===== config.mk =====
export PLATFORM = sky130hd
export DESIGN_NAME = keypad_events
export DESIGN_NICKNAME = d
export VERILOG_FILES = /design/src/rtl/keypad_pkg.sv /design/src/rtl/key_debounce.sv /design/src/rtl/keypad_events.sv
export SDC_FILE = /design/constraint.sdc
export NUM_CORES = 1
export LEC_CHECK = 0
export CORE_UTILIZATION = 25
export DETAILED_ROUTE_END_ITERATION = 10
export PLACE_DENSITY = 0.54
export SETUP_SLACK_MARGIN = 0.5
export SKIP_CTS_REPAIR_TIMING = 1
export SYNTH_ARGS = -nofsm -noshare
export SYNTH_HDL_FRONTEND = slang
export SYNTH_SLANG_ARGS = --single-unit

===== constraint.sdc =====
create_clock -name clk_in -period 4.9 [get_ports clk_in]
set_clock_uncertainty 0.05 [all_clocks]
set_input_delay 0.98 -clock clk_in [delete_from_list [all_inputs] [get_ports clk_in]]
set_output_delay 0.98 -clock clk_in [all_outputs]
set_load 0.05 [all_outputs]

===== src/rtl/keypad_pkg.sv =====
// Shared types for the keypad debounce/event stage.
package keypad_pkg;

  localparam int unsigned KEY_COUNT = 16;
  localparam int unsigned KEY_IDX_W = 4;

  typedef logic [KEY_IDX_W-1:0] key_idx_t;
  typedef logic [KEY_COUNT-1:0] key_vec_t;

  typedef enum logic [1:0] {
    IDLE  = 2'd0,
    ARMED = 2'd1,
    HELD  = 2'd2,
    DONE  = 2'd3
  } wait_state_t;

  // Lowest-index priority encoder; returns 0 for an all-zero vector.
  function automatic key_idx_t lowest_set_idx(input key_vec_t vec);
    key_idx_t idx;
    idx = '0;
    for (int i = KEY_COUNT - 1; i >= 0; i--) begin
      if (vec[i]) idx = key_idx_t'(i);
    end
    return idx;
  endfunction

endpackage


===== src/rtl/key_debounce.sv =====
// Single-key debouncer: mismatch counter, stable level flop and registered rise pulse.
module key_debounce #(
  parameter int unsigned DEBOUNCE_CYCLES = 16
) (
  input  logic clk_in,
  input  logic rst_in,
  input  logic raw_in,
  output logic stable_out,
  output logic press_out
);

  localparam int unsigned CNT_W = $clog2(DEBOUNCE_CYCLES + 1);
  localparam logic [CNT_W-1:0] CNT_LAST = CNT_W'(DEBOUNCE_CYCLES - 1);

  logic [CNT_W-1:0] r_cnt;
  logic             r_stable;
  logic             r_press;
  logic             w_mismatch;
  logic             w_flip;

  assign w_mismatch = raw_in ^ r_stable;
  assign w_flip     = w_mismatch && (r_cnt == CNT_LAST);

  // Any agreeing cycle restarts the count, so only an unbroken run flips the level.
  always_ff @(posedge clk_in or posedge rst_in) begin
    if (rst_in) begin
      r_cnt    <= '0;
      r_stable <= 1'b0;
      r_press  <= 1'b0;
    end else begin
      r_press <= w_flip & raw_in;
      if (w_flip) begin
        r_stable <= raw_in;
        r_cnt    <= '0;
      end else if (w_mismatch) begin
        r_cnt <= r_cnt + CNT_W'(1);
      end else begin
        r_cnt <= '0;
      end
    end
  end

  assign stable_out = r_stable;
  assign press_out  = r_press;

endmodule


===== src/rtl/keypad_events.sv =====
// Keypad debounce, press pulses, key query and FX0A wait-for-key handshake.
// Define KEYPAD_WAIT_RELEASE_EN to complete FX0A on release of the captured key.
module keypad_events
  import keypad_pkg::*;
#(
  parameter int unsigned DEBOUNCE_CYCLES = 16
) (
  input  logic                 clk_in,
  input  logic                 rst_in,
  input  logic [KEY_COUNT-1:0] keymap_in,
  output logic [KEY_COUNT-1:0] keys_out,
  output logic [KEY_COUNT-1:0] press_out,
  input  logic [KEY_IDX_W-1:0] query_key_in,
  output logic                 query_pressed_out,
  input  logic                 wait_req_in,
  output logic                 wait_ack_out,
  output logic [KEY_IDX_W-1:0] wait_key_out
);

  key_vec_t    w_keys;
  key_vec_t    w_press;
  wait_state_t r_state;
  wait_state_t w_state_nxt;
  key_idx_t    r_wait_key;
  key_idx_t    w_key_nxt;
  logic        r_ack;
  logic        w_ack_nxt;

  for (genvar g = 0; g < KEY_COUNT; g++) begin : g_key
    key_debounce #(
      .DEBOUNCE_CYCLES(DEBOUNCE_CYCLES)
    ) u_debounce (
      .clk_in    (clk_in),
      .rst_in    (rst_in),
      .raw_in    (keymap_in[g]),
      .stable_out(w_keys[g]),
      .press_out (w_press[g])
    );
  end

  // Only fresh press pulses qualify in ARMED, so keys held on entry are ignored.
  always_comb begin
    w_state_nxt = r_state;
    w_key_nxt   = r_wait_key;
    case (r_state)
      IDLE: begin
        if (wait_req_in) w_state_nxt = ARMED;
      end
      ARMED: begin
        if (!wait_req_in) begin
          w_state_nxt = IDLE;
        end else if (|w_press) begin
          w_key_nxt = lowest_set_idx(w_press);
`ifdef KEYPAD_WAIT_RELEASE_EN
          w_state_nxt = HELD;
`else
          w_state_nxt = DONE;
`endif
        end
      end
`ifdef KEYPAD_WAIT_RELEASE_EN
      HELD: begin
        if (!wait_req_in) begin
          w_state_nxt = IDLE;
        end else if (!w_keys[r_wait_key]) begin
          w_state_nxt = DONE;
        end
      end
`endif
      DONE: begin
        if (!wait_req_in) w_state_nxt = IDLE;
      end
      default: begin
        w_state_nxt = IDLE;
      end
    endcase
    w_ack_nxt = (w_state_nxt == DONE);
  end

  always_ff @(posedge clk_in or posedge rst_in) begin
    if (rst_in) begin
      r_state    <= IDLE;
      r_wait_key <= '0;
      r_ack      <= 1'b0;
    end else begin
      r_state    <= w_state_nxt;
      r_wait_key <= w_key_nxt;
      r_ack      <= w_ack_nxt;
    end
  end

  assign keys_out          = w_keys;
  assign press_out         = w_press;
  assign query_pressed_out = w_keys[query_key_in];
  assign wait_ack_out      = r_ack;
  assign wait_key_out      = r_wait_key;

endmodule


---- Yosys cells after proc, flatten, opt, wreduce, memory -nomap -nowiden ----
Cells that the tools add are included.
word-level totals
  register bits after elaboration ......... 119
  bits of input ports ..................... 23
  output and inout bits ................... 38
  word-level logic and storage cells ...... 193
cells by class
  add/subtract/negate cells ............... 16
  $lt $le $gt $ge ......................... 1
  equality and inequality tests ........... 19
  multiplexer cells ....................... 55
  bitwise logic cells ..................... 32
  reduce and logical (&&, ||, !) cells .... 19
operator list
  operator                                                              count
  5-bit two-way mux                                                     32
  5-bit by 1-bit adder with 5-bit output, second input constant         16
  5-bit by 4-bit == test with 1-bit output, second input constant       16
  4-bit two-way mux                                                     16
  1-bit AND                                                             16
  1-bit logical AND                                                     16
  16-bit OR reduction                                                   1
  1-bit bitwise XOR                                                     16
  2-bit two-way mux                                                     4
  2-bit one-hot mux with 3 select lines                                 1
  4-bit by 5-bit < comparator with 1-bit output, second input constant  1
  1-bit binary-select mux with 4-bit select                             1
  2-bit == test, second input constant                                  2
  3-bit AND reduction                                                   1
  2-bit by 1-bit == test with 1-bit output, second input constant       1
  2-bit logical NOT                                                     1
  1-bit two-way mux                                                     1

---- Depth between registers and ports, before layout ----
  depth after elaboration ................. 16
  mapped depth ............................ 5
  gate-level depth less buffers ........... 5

---- Modules after synthesis ----
From an unflattened synthesis, not the netlist that was laid out.
second synthesis, totals
  cells, all modules ...................... 490
  area total of the unflattened synthesis .. 5188.7 um2
by module, submodules not included
  module         times used  cells an instance  area each (um2)  sequential area each (um2)
  key_debounce   16          27                 290.3            175.2
  keypad_events  1           58                 544.3            175.2

---- Least setup slack after synthesis ----
OpenSTA, ideal clock, no wires.
  path type ............................... input to output
  from .................................... input port query_key_in[0]
  to ...................................... output port query_pressed_out
  arrival ................................. 2124 ps
  data required time ...................... 3870 ps
  path slack .............................. 1746 ps
  stages .................................. 2
  path buffers ............................ 0
  cell sequence ........................... mux4_1 > mux4_2
between the ends
  cells in the longest elaborated chain, start to end .. 2
RTL lines
  item                                       RTL line             RTL
  from (decl)                                keypad_events.sv:13  input logic [KEY_IDX_W-1:0] query_key_in,
  1-bit binary-select mux with 4-bit select  keypad_events.sv:94  assign query_pressed_out = w_keys[query_key_in];
  1-bit two-way mux (not written as such)    keypad_events.sv:94
  to (decl)                                  keypad_events.sv:14  output logic query_pressed_out,
No other way between the ends. The select of a mux whose other input is x is not followed.

---- Worst setup path in the final report ----
Ends and elaborated chain as after synthesis.

==> summary.txt <==
Run status
  • Status: finished clean

Setup path
  • Buffers and inverters on the worst path: 2
  • CP Data Required Time: 3870 ps
  • FF-to-FF setup slack: 3180 ps
  • Crit path max-delay family: multiplexers
  • Reg-to-Reg Start: g_key[13].u_debounce.press_out$_DFF_PP0_
  • Critical path class: in2out
  • Worst-path fanout max: 4
  • CP max-delay cell: mux4_1
  • Startpoint class of the critical path: input pin
  • Kind of end point of the critical path: primary output
  • Critical-path cell list: clkdlybuf4s50_1 -> mux4_1 -> mux4_2 -> dlymetal6s2s_1
  • RR Endpoint: wait_key_out[0]$_DFFE_PP0P_
  • Max stage delay on crit path: 650 ps
  • Critical Path AT: 3090 ps
  • Path depth of the worst reg2reg path: 5

Layout
  • Filler cells: 2120
  • Share of post-route cells with drive strength above 1: 7.44%
  • Net count, final: 594
  • Antenna diode count: 0
  • Synth-to-Final Area Change: 23.7%
  • Post-route insts no fill: approximately 830

Logic synthesis
  • Adder-cell share of the synthesized area: 7.40%
  • Synth Register Bits: 119
  • Ys Warns: 0
  • Mux cell area share after synthesis: 4.03%
  • XOR/XNOR Fraction of Synth Area: 7.77%
  • Area of the mapped netlist: 0.00541 sq mm
  • Post-Syn Nets: 545
  • Post-synth cell types: 31
  • Largest family of logic cells by synthesized area: simple AND/OR/NAND/NOR gates
  • Compound-Gate Fraction of Synth Area: 2.50%
  • Post-synthesis simple-gate area fraction: 15.7%
  • Sequential area share after synthesis: 55.1%
  • Cells after Synth: slightly below 500
  • Avg Synthesized Cell Area: approximately 11 sq um

Placement
  • Detail Placement HPWL: 8.48 mm
  • Placed cells: 795
  • GPL Wtd Cong: 0.701
  • Port Buffer Count: 60

Floorplanning
  • Die Wd: ~150 um
  • Initial Util: 25.6%
  • Rows: 53
  • Core box area: 0.0211 sq mm
  • Die area: 0.0222 sq mm
  • IO Count: ~60
  • Die Ht: between 100 and 150 um

STA
  • RSZ-0062 raised after global routing: no
  • Worst-Margin Slew: 767 ps
  • Fin. max-slew vios: 0
  • Final period util: ~84%
  • Fmax: 243 MHz
  • Final Setup Violations: 0
  • Normalized max-slew margin: 48.9%
  • Final hold vios: 0
  • Setup TNS: 0 ps
  • Final min period: 4120 ps
  • Final hold slack: 408 ps

Run
  • Maxcap violations: 0

Worst hold path
  • HP Start: g_key[13].u_debounce.r_cnt[0]$_DFF_PP0_
  • WHS Endpoint: g_key[13].u_debounce.r_cnt[0]$_DFF_PP0_
  • Min-Delay Path Class: reg2reg
  • Hold Path Cell Cnt: 1

Global route
  • Total global-route track usage: 10.9%
  • Global route overflow: 0
  • Largest net degree at the start of global routing: 64
  • First-pass GRT wire length: 18.1 mm
  • Antenna violations before repair: 0
  • Vias in the first global route: 3573

Power and ir drop
  • LEAKAGE: 0.00322 uW
  • Pwr/cell area: 360 mW/mm^2
  • Worst VDD drop: 0.280 mV

Clock tree
  • Number of H-tree levels: 4
  • CTS tree: built
  • Deepest clock path buffer count: 2
  • Skew-Pair Late Insertion Delay: 410 ps
  • Total CTS buffers: 17
  • Root buf cell: clkbuf_16
  • Reg clk slew, reported paths: around 50 ps
  • Clock Sinks: 119

Detailed routing
  • Drt total wl: approximately 11 mm
  • DR WL/cell: 13.2 um
  • Detailed Routing Iterations Pass 1: 4
  • Iter 0 DRT Violations: between 150 and 200
  • Remaining antenna violation count: 0
  • Via count: 3357
  • Avg Vias per Cell: 4.06
  • DRC viols: 0
-- sequential cells by signal (all words and copies together) (netlist names) --
| register | count |
|---|---|
| r_state | 2 |
| wait_ack_out | 1 |
| g_key.u_debounce.r_cnt | 80 |
| g_key.u_debounce.stable_out | 16 |
| g_key.u_debounce.press_out | 16 |
| wait_key_out | 4 |
-- where the power goes --
part	total [uW]	switching, uW	internal (uW)
clock	1160	414	751
sequential	1070	35.4	1030
combinational	177	102	75.3
-- cell usage after synthesis --
library cell	number	area, sq um
nor3_1	2	10.0
dfrtp_1	119	2980
xor2_1	32	280
nand2_1	12	45.0
a2111oi_0	1	8.76
o32a_1	1	10.0
a221o_1	1	10.0
nand2b_1	18	113
xnor2_1	16	140
buf_4	32	240
a31oi_1	2	12.5
or4_1	1	7.51
mux4_1	4	105
a21oi_1	5	25.0
nand3_1	16	80.1
mux2_2	8	90.1
a21boi_0	1	7.51
nor4_1	3	18.8
nor2b_1	1	6.26
ha_1	32	400
o31ai_1	1	7.51
and2_1	1	6.26
nor2_1	99	372
nor4_2	1	12.5
o21ai_0	9	45.0
nand4_1	1	6.26
and3b_1	8	70.1
mux4_2	1	22.5
inv_1	45	169
o41ai_1	1	8.76
and3_1	16	100
-- layout by cell type, fill, tap and decap left out, drive strengths merged, types with 2 or more instances in the layout --
master	Yosys	final
nor4	4	4
and3b	8	8
nand2	12	12
clkbuf	0	21
bufinv	0	2
clkinvlp	0	2
nand2b	18	18
clkinv	0	6
nor3	2	2
and3	16	16
dfrtp	119	119
xor2	32	32
o21ai	9	9
ha	32	32
inv	45	45
xnor2	16	16
nor2	99	99
a21oi	5	5
buf	32	2
a31oi	2	2
mux2	8	8
nand3	16	16
clkdlybuf4s50	0	59
mux4	5	5
-- stage by stage --
| stage | utilization (%) | total power [uW] | area (sq um) | setup slack [ps] |
|---|---|---|---|---|
| 2_1_floorplan | - | 1200 | 5410 | 713 |
| 3_3_place_gp | 29.1 | 1250 | 6130 | 326 |
| 3_5_place_dp | 29.1 | 1260 | 6130 | 332 |
| 4_1_cts | 31.7 | 2450 | 6690 | 329 |
| 5_1_grt | 31.7 | 2520 | 6690 | 743 |
| 6_report | 31.7 | 2410 | 6690 | 782 |
-- how the worst max path moves through the flow --
stage	from	end	slack (ps)	cells after the start
finish	query_key_in[0]	query_pressed_out	780	4
global route	query_key_in[0]	query_pressed_out	740	4
CTS	query_key_in[0]	query_pressed_out	330	4
detailed placement	query_key_in[0]	query_pressed_out	330	4
global placement	query_key_in[0]	query_pressed_out	330	4
floorplan	rst_in	g_key[0].u_debounce.press_out$_DFF_PP0_	710	1
-- area by class of cell --
class | count | area, sq um | share of cell area [%]
clock buffers | 21 | 450 | 6.74
clock inverters | 10 | 105 | 1.57
inverters | 45 | 171 | 2.56
multi-input cells | 294 | 2020 | 30.2
flip-flops and latches | 119 | 2980 | 44.5
well taps | 275 | 344 | 5.14
repair buffers | 62 | 618 | 9.24
-- cells by family after synthesis --
logic type                 after synthesis
AOI/OAI and AO/OA                       22
xor gates and xnor gates                48
adders and majority gates               32
buffers and inverters                   77
DFF                                    119
muxes                                   13
and+or+nand+nor                        179
-- routing by layer --
layer / wire, um / share of wire [%] / up-vias / GRT usage, %
li1: - / - / 1671 / -
met1: 4690 / 43 / 1618 / 12.3
met2: 5610 / 51 / 51 / 18.8
met3: 435 / 4.0 / 17 / 3.36
met4: 197 / 1.8 / 0 / 4.90
met5: 0 / 0 / - / 0
(Power assumes the default switching activity.)
